## src/rtl/rom_header_sniffer_if.sv

```systemverilog
// HPS ioctl download stream as seen by the ROM header sniffer.
// The sniffer only listens; the HPS side drives every signal.
interface rom_header_sniffer_if;
  logic        ioctl_download;
  logic        ioctl_wr;
  logic [24:0] ioctl_addr;
  logic [15:0] ioctl_dout;

  modport master (
    output ioctl_download,
    output ioctl_wr,
    output ioctl_addr,
    output ioctl_dout
  );

  modport slave (
    input ioctl_download,
    input ioctl_wr,
    input ioctl_addr,
    input ioctl_dout
  );
endinterface

```

## src/rtl/rom_header_sniffer.sv

```systemverilog
// Snoops SNES ROM downloads, captures header candidates and publishes
// map type, ROM/RAM masks and region once the download ends.
module rom_header_sniffer #(
  parameter logic [3:0] DEF_ROM_SIZE = 4'hC,
  parameter logic [3:0] MAX_RAM_SIZE = 4'h7
) (
  input  logic                 clk_sys,
  input  logic                 reset,
  rom_header_sniffer_if.slave  ioctl,
  input  logic [2:0]           force_type,
  output logic                 busy,
  output logic                 done,
  output logic                 hdr_off,
  output logic [7:0]           rom_type,
  output logic [23:0]          rom_mask,
  output logic [23:0]          ram_mask,
  output logic                 rom_region,
  output logic                 score_ok
);

  typedef enum logic [2:0] {
    S_IDLE,
    S_LOAD,
    S_SIZE,
    S_EVAL0,
    S_EVAL1,
    S_EVAL2,
    S_APPLY
  } state_t;

  // 64-byte block of each slot: {Lo,Hi,ExHi} then the same +200h
  localparam logic [18:0] SLOT_BLK [6] = '{
    19'h001FF, 19'h003FF, 19'h103FF,
    19'h00207, 19'h00407, 19'h10407
  };

  localparam int F_MAP    = 0;
  localparam int F_CHIP   = 1;
  localparam int F_ROMSZ  = 2;
  localparam int F_RAMSZ  = 3;
  localparam int F_REGION = 4;
  localparam int F_CMPL_L = 7;
  localparam int F_CMPL_H = 8;
  localparam int F_CSUM_L = 9;
  localparam int F_CSUM_H = 10;

  state_t state, state_nx;

  logic        dl_q;
  logic        dl_rise;
  logic [7:0]  cap [6][16];
  logic [9:0]  last_lo;
  logic [9:0]  len_lo;
  logic        sel_h;
  logic [1:0]  best_k;
  logic [2:0]  best_score;

  logic [18:0] blk;
  logic [5:0]  a0;
  logic [5:0]  a1;
  logic        in0;
  logic        in1;
  logic [3:0]  i0;
  logic [3:0]  i1;
  logic [5:0]  slot_hit;
  logic        cap_we;

  logic [1:0]  eval_k;
  logic [2:0]  eval_s;
  logic [2:0]  eval_score;

  logic [1:0]  win_k;
  logic [2:0]  win_s;
  logic [7:0]  w_romsz;
  logic [7:0]  w_ramsz;
  logic [7:0]  w_region;
  logic [3:0]  rom_code;
  logic [23:0] rom_mask_nx;
  logic [23:0] ram_mask_nx;
  logic        region_nx;
  logic        csum_ok_nx;

  function automatic logic [2:0] slot_of(
    input logic       h,
    input logic [1:0] k
  );
    return h ? ({1'b0, k} + 3'd3) : {1'b0, k};
  endfunction

  function automatic logic romsz_ok(input logic [7:0] sz);
    return (sz >= 8'h08) && (sz <= 8'h0D);
  endfunction

  function automatic logic [7:0] map_code(input logic [1:0] k);
    logic [7:0] c;
    c = 8'h20;
    unique case (1'b1)
      k == 2'd1: c = 8'h21;
      k == 2'd2: c = 8'h25;
      default:   c = 8'h20;
    endcase
    return c;
  endfunction

  // Score bits line up with weights 4 (checksum), 2 (map), 1 (size)
  function automatic logic [2:0] score_of(
    input logic [1:0]  k,
    input logic [7:0]  map,
    input logic [7:0]  romsz,
    input logic [15:0] csum,
    input logic [15:0] cmpl
  );
    return {(csum ^ cmpl) == 16'hFFFF,
            (map & 8'hEF) == map_code(k),
            romsz_ok(romsz)};
  endfunction

  assign dl_rise = ioctl.ioctl_download & ~dl_q;
  assign len_lo  = last_lo + 10'd2;

  // Byte address decode for both halves of the incoming word
  assign blk = ioctl.ioctl_addr[24:6];
  assign a0  = ioctl.ioctl_addr[5:0];
  assign a1  = ioctl.ioctl_addr[5:0] | 6'h01;
  assign in0 = (a0[5:4] == 2'b01) && (a0[3:0] >= 4'h5);
  assign in1 = (a1[5:4] == 2'b01) && (a1[3:0] >= 4'h5);
  assign i0  = a0[3:0] - 4'h5;
  assign i1  = a1[3:0] - 4'h5;

  always_comb begin
    slot_hit = '0;
    for (int s = 0; s < 6; s++) begin
      slot_hit[s] = (blk == SLOT_BLK[s]);
    end
  end

  assign cap_we = (state == S_LOAD) && ioctl.ioctl_wr && !dl_rise;

  always_ff @(posedge clk_sys) begin
    if (reset || dl_rise) begin
      for (int s = 0; s < 6; s++) begin
        for (int i = 0; i < 16; i++) begin
          cap[s][i] <= '0;
        end
      end
    end else if (cap_we) begin
      for (int s = 0; s < 6; s++) begin
        if (slot_hit[s]) begin
          if (in0) cap[s][i0] <= ioctl.ioctl_dout[7:0];
          if (in1) cap[s][i1] <= ioctl.ioctl_dout[15:8];
        end
      end
    end
  end

  always_comb begin
    state_nx = state;
    if (dl_rise) begin
      state_nx = S_LOAD;
    end else begin
      case (state)
        S_IDLE:  state_nx = S_IDLE;
        S_LOAD:  if (!ioctl.ioctl_download) state_nx = S_SIZE;
        S_SIZE:  state_nx = S_EVAL0;
        S_EVAL0: state_nx = S_EVAL1;
        S_EVAL1: state_nx = S_EVAL2;
        S_EVAL2: state_nx = S_APPLY;
        S_APPLY: state_nx = S_IDLE;
        default: state_nx = S_IDLE;
      endcase
    end
  end

  always_comb begin
    eval_k = 2'd0;
    unique case (1'b1)
      state == S_EVAL1: eval_k = 2'd1;
      state == S_EVAL2: eval_k = 2'd2;
      default:          eval_k = 2'd0;
    endcase
    eval_s     = slot_of(sel_h, eval_k);
    eval_score = score_of(eval_k,
                          cap[eval_s][F_MAP],
                          cap[eval_s][F_ROMSZ],
                          {cap[eval_s][F_CSUM_H], cap[eval_s][F_CSUM_L]},
                          {cap[eval_s][F_CMPL_H], cap[eval_s][F_CMPL_L]});
  end

  // Forced map types bypass the scoring winner
  always_comb begin
    win_k = best_k;
    unique case (1'b1)
      force_type == 3'd2: win_k = 2'd0;
      force_type == 3'd3: win_k = 2'd1;
      force_type == 3'd4: win_k = 2'd2;
      default:            win_k = best_k;
    endcase
    win_s    = slot_of(sel_h, win_k);
    w_romsz  = cap[win_s][F_ROMSZ];
    w_ramsz  = cap[win_s][F_RAMSZ];
    w_region = cap[win_s][F_REGION];

    rom_code    = romsz_ok(w_romsz) ? w_romsz[3:0] : DEF_ROM_SIZE;
    rom_mask_nx = (24'd1024 << rom_code) - 24'd1;

    ram_mask_nx = 24'd0;
    if ((w_ramsz != 8'h00) && (w_ramsz <= {4'h0, MAX_RAM_SIZE})) begin
      ram_mask_nx = (24'd1024 << w_ramsz[3:0]) - 24'd1;
    end

    region_nx = ((w_region >= 8'h02) && (w_region <= 8'h0C)) ||
                (w_region == 8'h11);
    csum_ok_nx = ({cap[win_s][F_CSUM_H], cap[win_s][F_CSUM_L]} ^
                  {cap[win_s][F_CMPL_H], cap[win_s][F_CMPL_L]}) == 16'hFFFF;
  end

  always_ff @(posedge clk_sys) begin
    if (reset) begin
      state      <= S_IDLE;
      dl_q       <= 1'b0;
      busy       <= 1'b0;
      done       <= 1'b0;
      last_lo    <= '0;
      sel_h      <= 1'b0;
      best_k     <= '0;
      best_score <= '0;
      hdr_off    <= 1'b0;
      rom_type   <= '0;
      rom_mask   <= 24'h3FFFFF;
      ram_mask   <= '0;
      rom_region <= 1'b0;
      score_ok   <= 1'b0;
    end else begin
      state <= state_nx;
      dl_q  <= ioctl.ioctl_download;
      busy  <= (state_nx != S_IDLE);
      done  <= (state == S_APPLY) && !dl_rise;

      if (dl_rise) begin
        last_lo <= '0;
      end else if (cap_we) begin
        last_lo <= ioctl.ioctl_addr[9:0];
      end

      if ((state == S_SIZE) && !dl_rise) begin
        sel_h <= (force_type == 3'd1) ? 1'b0 : (len_lo == 10'h200);
      end

      // Strictly greater wins, so ties keep the lower map type
      if (!dl_rise) begin
        if (state == S_EVAL0) begin
          best_k     <= 2'd0;
          best_score <= eval_score;
        end else if (((state == S_EVAL1) || (state == S_EVAL2)) &&
                     (eval_score > best_score)) begin
          best_k     <= eval_k;
          best_score <= eval_score;
        end
      end

      if ((state == S_APPLY) && !dl_rise) begin
        hdr_off    <= sel_h;
        rom_type   <= {cap[win_s][F_CHIP][7:4], 2'b00, win_k};
        rom_mask   <= rom_mask_nx;
        ram_mask   <= ram_mask_nx;
        rom_region <= region_nx;
        score_ok   <= csum_ok_nx;
      end
    end
  end

endmodule

```

## src/flat_wrapper.sv

```systemverilog
// flat-port wrapper written by rule: the top's interface ports become plain ports
module rom_header_sniffer_flat 
#(
  parameter logic [3:0] DEF_ROM_SIZE = 4'hC,
  parameter logic [3:0] MAX_RAM_SIZE = 4'h7
)
  (clk_sys, reset, force_type, busy, done, hdr_off, rom_type, rom_mask, ram_mask, rom_region, score_ok, ioctl_ioctl_download, ioctl_ioctl_wr, ioctl_ioctl_addr, ioctl_ioctl_dout);
  rom_header_sniffer_if ioctl_i ();
  input  logic clk_sys;
  input  logic reset;
  input  logic [2:0] force_type;
  output logic busy;
  output logic done;
  output logic hdr_off;
  output logic [7:0] rom_type;
  output logic [23:0] rom_mask;
  output logic [23:0] ram_mask;
  output logic rom_region;
  output logic score_ok;
  input wire logic [$bits(ioctl_i.ioctl_download)-1:0] ioctl_ioctl_download;
  input wire logic [$bits(ioctl_i.ioctl_wr)-1:0] ioctl_ioctl_wr;
  input wire logic [$bits(ioctl_i.ioctl_addr)-1:0] ioctl_ioctl_addr;
  input wire logic [$bits(ioctl_i.ioctl_dout)-1:0] ioctl_ioctl_dout;
  assign ioctl_i.ioctl_download = ioctl_ioctl_download;
  assign ioctl_i.ioctl_wr = ioctl_ioctl_wr;
  assign ioctl_i.ioctl_addr = ioctl_ioctl_addr;
  assign ioctl_i.ioctl_dout = ioctl_ioctl_dout;
  rom_header_sniffer #(.DEF_ROM_SIZE(DEF_ROM_SIZE), .MAX_RAM_SIZE(MAX_RAM_SIZE)) u_core (.clk_sys(clk_sys), .reset(reset), .ioctl(ioctl_i), .force_type(force_type), .busy(busy), .done(done), .hdr_off(hdr_off), .rom_type(rom_type), .rom_mask(rom_mask), .ram_mask(ram_mask), .rom_region(rom_region), .score_ok(score_ok));
endmodule
```

## config.mk

```make
export PLATFORM = sky130hd
export DESIGN_NAME = rom_header_sniffer_flat
export DESIGN_NICKNAME = d
export VERILOG_FILES = /design/src/rtl/rom_header_sniffer_if.sv /design/src/rtl/rom_header_sniffer.sv /design/src/flat_wrapper.sv
export SDC_FILE = /design/constraint.sdc
export NUM_CORES = 1
export LEC_CHECK = 0
export CORE_MARGIN = 2
export CORE_UTILIZATION = 50
export CTS_BUF_LIST = sky130_fd_sc_hd__clkbuf_4
export DETAILED_ROUTE_END_ITERATION = 7
export GPL_ROUTABILITY_DRIVEN = 0
export PLACE_DENSITY = 0.71
export SLEW_MARGIN = 20
export SYNTH_ARGS = -nofsm -noshare
export SYNTH_HDL_FRONTEND = slang
export SYNTH_SLANG_ARGS = --single-unit
```

## constraint.sdc

```tcl
create_clock -name clk_sys -period 6.87 [get_ports clk_sys]
set_input_delay 0.687 -clock clk_sys [delete_from_list [all_inputs] [get_ports clk_sys]]
set_output_delay 0.687 -clock clk_sys [all_outputs]
set_load 0.02 [all_outputs]
```

==> run metrics, run 1 <==
status=finished clean; Distinct cells, synth=80; Ys Warns=0; largest net degree at the start of global routing=62; first-pass GRT wire length=93.8 mm; combinational share of power=0.073; PwrDens=237 nW/um^2; CTS tree=yes; total wire length=61.3 mm; placed cell area=24200 um^2; hold path endpoint=u_core.busy; sequence of cells on the critical path=nor3b_4, inv_4, ha_1, nand2b_1, mux2_2, nor2_1, a222oi_1, and3_1, a31oi_1, xor2_1, nand4_1, nor2_1, ha_1, o21a_1, o21ai_0, a21o_1, mux2i_1, nor2_1; unrepaired setup endpoints after global routing=false; Buf+Inv Stages, Crit Path=1; worst slew pin tran=1.09 ns; CP max-delay cell=nor2_1; internal power=4580 uW; Synth area leader=edfxtp_1; Setup Skew=0.0790 ns; #FFs+latches synth=about 460; Post-CTS Setup Bufs=0; Hold Path Depth=3; Fin Setup TNS=0 ns; PostCTS Resize Cnt=0; area delta synth->final=12.5%; CP Launch Type=flip-flop; Crit path largest cell delay=0.60 ns; Iteration-0 DRC Markers=1879; H-Tree Level Count=3; total gr overflow=0; clk_lat worst skew=0.91 ns; CP top delay family=simple AND/OR/NAND/NOR gates; Seq/Total Area, Yosys=0.580; CP Data Required Time=approximately 7.6 ns; wire length per cell=roughly 22 um; Crit Path Max Fanout=11; final hold violations=0; via count=16100; CP dominant cell by count=nor2_1; CP Capture Type=flip-flop; final core utilization=0.568; max-cap viol count=0; Post-synth top flop=edfxtp_1; largest cells by area after synthesis=edfxtp_1 53%, and2_1 10%, dfxtp_1 5.3%, mux4_2 4.0%, nand2_1 2.5%; Post-Syn Instances=about 1900; fillers=3737; FF-to-FF End=u_core.best_score[1]; Slew headroom=0.263; Initial Util=0.505; Psw=1510 uW; Vias/cell=5.87; R2R depth=18; drt drc=0; die area=roughly 47000 um^2; Tmin final=5.04 ns; clk sinks=462; # IOs=109; ys async rst share=0; Tcrit/Tclk final=0.734; PortBufs=96; core area=~45000 um^2; Post-synth EDFFs=402; # hold bufs at CTS=0; Die Ht=218 um; min-delay src=reset; die span in x=about 220 um; Rows=78; top cell type's share of synthesized area=0.528; Synth Area per Inst=11.8 um^2; Final Slew Violations=0; reg2reg start=u_core.state[2]; Final #Nets=2107; Worst Path Arrival=5.75 ns; Synth top cells by count=402 x edfxtp_1, 380 x and2_1, 153 x nand2_1; initial antenna violation count=3; kind of critical path=reg -> reg; share of layout cells above drive strength 1=0.137; Antenna Nets Post-Route=0; TritonRoute pass-1 iters=8; Hold WC Path Type=in -> reg; FF-to-FF setup slack=1.83 ns; Max clock buf depth=3; HPWL Detailed=40.7 mm; Tot GR Track Use=0.262; count leader, synth=edfxtp_1; TritonCTS Buffers=116; Clk pwr share=0.396; sequential group share of total power=0.532; number of global-route vias before repair=16200; design area=roughly 26000 um^2; f_max=just under 0.2 GHz; Post-Syn Area=22900 um^2; maximum VDD drop=109 uV; CTS root buf=clkbuf_4; Final Setup Violations=0; leakage dissipation=0.00945 uW; Worst-path clk slew=0.07 ns; switching share of power=0.248
-- layout by cell type, fill, tap and decap left out, types with 10 or more instances in the layout --
cell             netlist  final
edfxtp_1             402    402
and2_1               380    380
clkbuf_4               0    163
nand2_1              153    153
nor2_1               146    145
a21oi_1               93     93
clkdlybuf4s50_1        0     93
dfxtp_1               60     60
xnor2_1               58     57
nor3_1                49     48
o21ai_0               71     42
mux4_2                41     41
clkinv_1               0     37
o21ai_1                2     31
buf_4                 31     30
a31oi_1               27     27
xor2_1                24     24
nor4_1                21     21
nand3_1               18     18
mux2i_1               18     18
mux2_2                14     14
conb_1                 2     14
nand2b_1              13     13
and3_1                14     13
inv_1                 11     11
mux4_1                11     11
nor2b_1               10     10
nand4_1               10     10
or3_1                 10     10
-- cells by family (layout without fill, tap and decap cells) --
| group | Yosys count | count (layout) | synth area share |
|---|---|---|---|
| adders and majority gates | 8 | 8 | 0.00438 |
| buffers and inverters | 155 | 353 | 0.0334 |
| xor gates and xnor gates | 85 | 85 | 0.0340 |
| and+or+nand+nor | 868 | 868 | 0.205 |
| DFF | 462 | 462 | 0.580 |
| AOI/OAI and AO/OA | 272 | 272 | 0.0740 |
| other | 2 | 15 | 0.000328 |
| muxes | 86 | 86 | 0.0690 |
-- worst reg2reg max path, cell delays in order, from the launching register on --
cell      delay [ns]
dfxtp_1         0.49
nor3b_4         0.50
inv_4           0.13
ha_1            0.34
nand2b_1        0.22
mux2_2          0.29
nor2_1          0.60
a222oi_1        0.16
and3_1          0.25
a31oi_1         0.17
xor2_1          0.20
nand4_1         0.22
nor2_1          0.21
ha_1            0.27
o21a_1          0.10
o21ai_0         0.15
a21o_1          0.34
mux2i_1         0.22
nor2_1          0.05
-- routing by layer --
layer / global-route usage / part of all wire / up-vias
met2: 0.423 / 0.48 / 853
met1: 0.342 / 0.40 / 7880
li1: - / - / 7274
met4: 0.115 / 0.032 / 0
met3: 0.0579 / 0.093 / 129
met5: 0 / 0 / -
-- power groups by stage --
stage | clock (uW) | combinational, uW | sequential (uW)
final | 2410 | 443 | 3240
after global routing | 2590 | 476 | 3250
after CTS | 2440 | 439 | 3240
after detailed placement | 0 | 437 | 3300
after global placement | 0 | 429 | 3290
after floorplan | 0 | 295 | 3260
-- final cells by class --
type | count | area (um^2) | area share
antenna | 1 | 2.50 | 0.0000973
clock buffer | 163 | 1220 | 0.0476
clock inverter | 52 | 318 | 0.0124
inverter | 12 | 47.5 | 0.00185
multi-input combinational | 1333 | 8940 | 0.348
sequential | 462 | 13300 | 0.516
tap | 600 | 751 | 0.0292
timing repair buffer | 126 | 1170 | 0.0455
-- how the worst max path moves through the flow --
stage | from | to | slack, ns | cells after the start
finish | u_core.state[2] | u_core.best_score[1] | 1.83 | 18
global route | u_core.state[2] | u_core.best_k[0] | 1.53 | 19
CTS | u_core.state[2] | u_core.best_score[1] | 1.93 | 18
detailed placement | force_type[2] | u_core.ram_mask[20] | 1.84 | 13
global placement | force_type[2] | u_core.ram_mask[20] | 1.93 | 13
floorplan | u_core.state[1] | u_core.best_score[1] | 2.65 | 21
-- registers in the layout, summed over array words and instances (netlist names), 2 cells and up --
signal and count:
u_core.best_score 3, u_core.rom_mask 14, u_core.ram_mask 15, u_core.state 3
u_core.cap 402, u_core.rom_type 6, u_core.last_lo 10, u_core.best_k 2
-- per-stage QoR --
| stage | instances | power, uW | hold slack, ns | setup slack [ns] |
|---|---|---|---|---|
| final | 2749 | 6090 | 0.368 | 1.83 |
| after global routing | 2749 | 6320 | 0.352 | 1.53 |
| after CTS | 2748 | 6110 | 0.303 | 1.93 |
| after detailed placement | 2533 | 3730 | 0.435 | 1.84 |
| after global placement | 2533 | 3720 | 0.430 | 1.93 |
| after floorplan | 1950 | 3560 | 0.433 | 2.65 |
No activity file was read; power rests on OpenSTA's default activity.
==> inputs of run 2 (changes only) <==
==> constraint.sdc (replaced) <==
create_clock -name clk_sys -period 5.05 [get_ports clk_sys]
set_input_delay 0.505 -clock clk_sys [delete_from_list [all_inputs] [get_ports clk_sys]]
set_output_delay 0.505 -clock clk_sys [all_outputs]
set_load 0.02 [all_outputs]
==> run 2 against run 1 <==
Sequential power grew 36%; clock-buffer cell count increased by 4; cell count increased by 2.4%; largest power group unchanged; sequential share of layout area fell by 1.0 points; worst hold slack worse by 0.29 ns; design area up 2.0%; register-to-register slack worse by 1.4 ns.
==> run metrics, run 2 (synthesis gave the netlist of run 1 again) <==
Final Slew Violations=0 (unchanged); CP max-delay cell=dfxtp_1; core area=45300 um^2 (unchanged); Tmin final=4.65 ns (-0.397 ns); maximum VDD drop=133 uV (+22%); clk sinks=462 (unchanged); CP top delay family=compound AO/OA/AOI/OAI gates; Antenna Nets Post-Route=0 (unchanged); CP Launch Point=u_core.state[2]; commonest non-fill, non-tap cell in the layout=edfxtp_1; TritonCTS Buffers=117 (+0.86%); # IOs=109 (unchanged); share of layout cells above drive strength 1=0.166 (+0.0287); Fin Setup TNS=0 ns (unchanged); largest net degree at the start of global routing=65 (+4.8%); max-cap viol count=0 (unchanged); Max clock buf depth=3 (unchanged); Crit Path Max Fanout=30 (+19); area delta synth->final=14.7%; Vias/cell=5.81 (-0.95%); clk_lat worst skew=0.91 ns (about the same); FF-to-FF setup slack=0.40 ns (-1.42 ns); PortBufs=96 (unchanged); number of global-route vias before repair=16000 (-1.3%); CTS root buf=clkbuf_4; CP Launch Type=flip-flop; worst slew pin tran=1.12 ns (+0.0303 ns); PostCTS Resize Cnt=0 (unchanged); Setup Skew=0.0717 ns (-0.00730 ns); Worst Path Arrival=5.42 ns (-0.33 ns); Post-CTS Setup Bufs=0 (unchanged); Final Setup Violations=0 (unchanged); most frequent cells in the layout=402 x edfxtp_1, 380 x and2_1, 167 x clkbuf_4; largest reg by FF count=u_core.cap; H-Tree Level Count=3 (unchanged); Largest regs=u_core.cap: 402 flops, u_core.ram_mask: 15 flops, u_core.rom_mask: 14 flops; f_max=0.215 GHz (+8.5%); unrepaired setup endpoints after global routing=false; Die Ht=218 um (unchanged); Buf+Inv Stages, Crit Path=0 (-1); die span in x=218 um (unchanged); fillers=3672 (-1.7%); # hold bufs at CTS=0 (unchanged); final core utilization=0.580 (+0.0114); HPWL Detailed=41.6 mm (+2.1%); sequence of cells on the critical path=nor2b_1, nand2_1, ha_1, nand2b_1, o21ai_4, mux4_2, xnor2_1, nor3_1, and3_1, a41oi_1, nor2_1, ha_1, o21a_1, o21ai_0, a21o_1, mux2i_1, nor2_1; kind of critical path=reg -> reg; Slew headroom=0.248 (-0.0148); final hold violations=0 (unchanged); Worst-path clk slew=0.07 ns (about the same); total wire length=61.3 mm (-0.13%); Tcrit/Tclk final=0.920 (+0.186); CP Capture Type=flip-flop; Iteration-0 DRC Markers=1877 (-0.11%); die area=47500 um^2 (unchanged); Tot GR Track Use=0.261 (-0.00111); total gr overflow=0 (unchanged); Final #Nets=2172 (+3.1%); leakage dissipation=0.00978 uW (+3.5%); reg2reg start=u_core.state[2]; CP Data Required Time=5.82 ns (-1.76 ns); CTS tree=yes; status=finished clean; first-pass GRT wire length=93.0 mm (-0.90%); Largest register FFs=402 (unchanged); Initial Util=0.505 (unchanged); min-delay src=reset; initial antenna violation count=2 (-1); drt drc=0 (unchanged); PwrDens=316 nW/um^2 (+34%); Rows=78 (unchanged); TritonRoute pass-1 iters=6 (-2); wire length per cell=21.8 um (-2.4%); via count=16400 (+1.4%); Crit path largest cell delay=0.51 ns (-0.09 ns); Hold WC Path Type=in -> reg
run 2: area by class of cell:
| cell class | count | area [um^2] | area share |
|---|---|---|---|
| Antenna cell | 3 | 7.51 | 0.000286 |
| Sequential cell | 462 | 13300 | 0.506 |
| Clock inverter | 47 | 290 | 0.0111 |
| Timing Repair Buffer | 190 | 1680 | 0.0641 |
| Inverter | 12 | 47.5 | 0.00181 |
| Tap cell | 600 | 751 | 0.0286 |
| Clock buffer | 167 | 1250 | 0.0478 |
| Multi-Input combinational cell | 1333 | 8940 | 0.341 |
run 2: power breakdown:
group / total [uW] / internal, uW / leakage, uW / switching [uW]
clock: 3270 / 1690 / 0.000917 / 1580
sequential: 4410 / 4310 / 0.00487 / 100
combinational: 632 / 248 / 0.00399 / 384
run 2: through the flow:
stage	total power (uW)	std cells	cell area (um^2)	hold slack (ns)	setup slack, ns
after floorplan	4840	1950	22900	0.433	0.830
after global placement	5090	2597	24700	0.427	0.667
after detailed placement	5110	2597	24700	0.432	0.522
after CTS	8350	2811	26200	0.0135	0.482
after global routing	8620	2812	26200	0.0803	0.137
final	8310	2814	26200	0.0811	0.403
run 2: path summary, 6_finish.rpt:
check                                             to  cells after the start
worst max register to register  u_core.best_score[1]                     17
worst max-delay path            u_core.best_score[1]                     17
worst min register to register   u_core.rom_mask[16]                      2
worst min-delay path               u_core.last_lo[3]                      3
run 2: tightest hold or removal path, delay by kind of cell:
kind,cells,cell delay (ns)
AO/OA/AOI/OAI,1,0.06
buffers and inverters,1,0.11
AND/OR/NAND/NOR,1,0.27
run 2: routing by layer:
layer  up-vias  part of all wire  GRT usage
li1       7398                 -          -
met1      7943              0.40      0.345
met2       877              0.47      0.420
met3       142              0.10     0.0536
met4         0             0.035      0.114
met5         -                 0          0
==> inputs of run 3 (changes only) <==
--- a/config.mk
+++ b/config.mk
@@ -6,11 +6,11 @@
 export NUM_CORES = 1
 export LEC_CHECK = 0
 export CORE_MARGIN = 2
-export CORE_UTILIZATION = 50
+export CORE_UTILIZATION = 63
 export CTS_BUF_LIST = sky130_fd_sc_hd__clkbuf_4
 export DETAILED_ROUTE_END_ITERATION = 7
 export GPL_ROUTABILITY_DRIVEN = 0
-export PLACE_DENSITY = 0.71
+export PLACE_DENSITY = 0.86
 export SLEW_MARGIN = 20
 export SYNTH_ARGS = -nofsm -noshare
 export SYNTH_HDL_FRONTEND = slang
==> run 3 against run 2 <==
Clock power down 6%; core utilization up 15 points; critical path depth down 1; worst setup slack worse by 0.095 ns; clock-buffer cell count down 3; non-clock buffer count down 2; combinational power up 1%; register-to-register slack worse by 0.095 ns; cell count down 5.3%; clock skew down 0.022 ns; critical endpoint unchanged.
==> run metrics, run 3 (synthesis gave the netlist of run 1 again) <==
area delta synth->final=13.5%; max-cap viol count=0 (unchanged); Crit path largest cell delay=0.59 ns (+0.08 ns); Largest register FFs=402 (unchanged); share of layout cells above drive strength 1=0.160 (-0.00508); PostCTS Resize Cnt=0 (unchanged); HPWL Detailed=41.4 mm (-0.30%); CP Launch Type=flip-flop; maximum VDD drop=179 uV (+35%); drt drc=0 (unchanged); CP Data Required Time=5.76 ns (-0.06 ns); CP Capture Type=flip-flop; core area=35700 um^2 (-21%); Final Setup Violations=0 (unchanged); Multi-input gate area=8940 um^2 (unchanged); status=finished clean; wire length per cell=23.2 um (+6.5%); Final #Nets=2167 (-0.23%); Crit Path Max Fanout=22 (-27%); PortBufs=96 (unchanged); Largest regs=u_core.cap: 402 flops, u_core.ram_mask: 15 flops, u_core.rom_mask: 14 flops; Slew headroom=0.243 (-0.00494); Max clock buf depth=3 (unchanged); fillers=2314 (-37%); die span in x=195 um (-11%); # hold bufs at CTS=0 (unchanged); initial antenna violation count=5 (+3); Fin Setup TNS=0 ns (unchanged); largest net degree at the start of global routing=65 (unchanged); Die Ht=195 um (-11%); clk_lat worst skew=0.85 ns (-0.06 ns); CP dominant cell by count=ha_1; Initial Util=0.642 (+0.136); Setup Skew=0.0493 ns (-0.0224 ns); Rows=69 (-12%); placed cell area=24500 um^2 (-0.80%); Post-CTS Setup Bufs=0 (unchanged); total gr overflow=0 (unchanged); via count=16900 (+3.4%); total wire length=61.8 mm (+0.84%); final hold violations=0 (unchanged); H-Tree Level Count=3 (unchanged); Final Slew Violations=0 (unchanged); commonest non-fill, non-tap cell in the layout=edfxtp_1; Worst Path Arrival=5.45 ns (+0.03 ns); Antenna Nets Post-Route=0 (unchanged); Tcrit/Tclk final=0.939 (+0.0188); most frequent cells in the layout=402 x edfxtp_1, 380 x and2_1, 164 x clkbuf_4; Register Area=13300 um^2 (unchanged); TritonRoute pass-1 iters=7 (+1); unrepaired setup endpoints after global routing=false; kind of critical path=reg -> reg; CP max-delay cell=dfxtp_1; design area=26000 um^2 (-1.1%); Hold WC Path Type=in -> reg; f_max=0.211 GHz (-2.0%); Tot GR Track Use=0.328 (+0.0667); PwrDens=313 nW/um^2 (-0.99%); leakage dissipation=0.00970 uW (-0.76%); Tmin final=4.74 ns (+0.0951 ns); sequence of cells on the critical path=nand2_1, ha_1, nand2b_1, o21ai_4, buf_4, mux4_2, a21oi_1, xnor2_1, nor3_2, ha_1, nor2b_1, o21a_1, o21ai_0, a21o_1, mux2i_1, nor2_1; CTS tree=yes; number of global-route vias before repair=16900 (+5.7%); worst slew pin tran=1.13 ns (+0.00738 ns); clk sinks=462 (unchanged); Vias/cell=6.35 (+9.2%); die area=37900 um^2 (-20%); Worst-path clk slew=0.07 ns (about the same); largest reg by FF count=u_core.cap; first-pass GRT wire length=93.9 mm (+0.96%); # IOs=109 (unchanged); TritonCTS Buffers=114 (-2.6%); CTS root buf=clkbuf_4; Iteration-0 DRC Markers=2177 (+16%)
[run 3: worst max-delay path: cells and delay by family, from the launching register on]
kind	cells	cell delay (ns)
fa+ha+maj	2	0.67
compound gates	5	1.43
flops	1	0.59
mux	2	0.53
simple gates	5	0.92
xor+xnor	1	0.17
buf+inv	1	0.29
[run 3: report_power, final]
| part | internal [uW] | total [uW] | switching [uW] | leakage (uW) |
|---|---|---|---|---|
| Combinational | 248 | 639 | 391 | 0.00398 |
| Clock | 1550 | 3090 | 1540 | 0.000851 |
| Sequential | 4310 | 4410 | 102 | 0.00487 |
[run 3: metrics by stage]
| stage | worst slack (ns) | total power, uW | instances | hold WS [ns] | util |
|---|---|---|---|---|---|
| after floorplan | 0.830 | 4840 | 1950 | 0.433 | - |
| after global placement | 0.590 | 5070 | 2456 | 0.426 | 0.687 |
| after detailed placement | 0.382 | 5110 | 2456 | 0.433 | 0.687 |
| after CTS | 0.342 | 8140 | 2661 | 0.202 | 0.728 |
| after global routing | 0.0873 | 8390 | 2664 | 0.235 | 0.728 |
| final | 0.307 | 8140 | 2665 | 0.249 | 0.728 |
[run 3: worst paths after layout]
| path | start | endpoint | slack [ns] | depth (start not counted) |
|---|---|---|---|---|
| setup / recovery | u_core.state[0] | u_core.best_score[1] | 0.31 | 16 |
| hold / removal | ioctl_ioctl_addr[4] | u_core.last_lo[4] | 0.25 | 3 |
| setup reg to reg | u_core.state[0] | u_core.best_score[1] | 0.31 | 16 |
| hold reg to reg | u_core.rom_mask[17] | u_core.rom_mask[17] | 0.45 | 1 |
[run 3: cell type report]
type,count,area share
Inverter,12,0.00183
Tap cell,461,0.0222
Sequential cell,462,0.511
Multi-Input combinational cell,1333,0.344
Clock inverter,41,0.00814
Timing Repair Buffer,188,0.0644
Antenna cell,4,0.000386
Clock buffer,164,0.0474
[run 3: routing by layer]
layer,vias to the layer above,global-route usage,share of wire
li1,7392,-,-
met1,8010,0.413,0.35
met2,1258,0.522,0.47
met3,255,0.0880,0.13
met4,0,0.177,0.052
met5,-,0,0
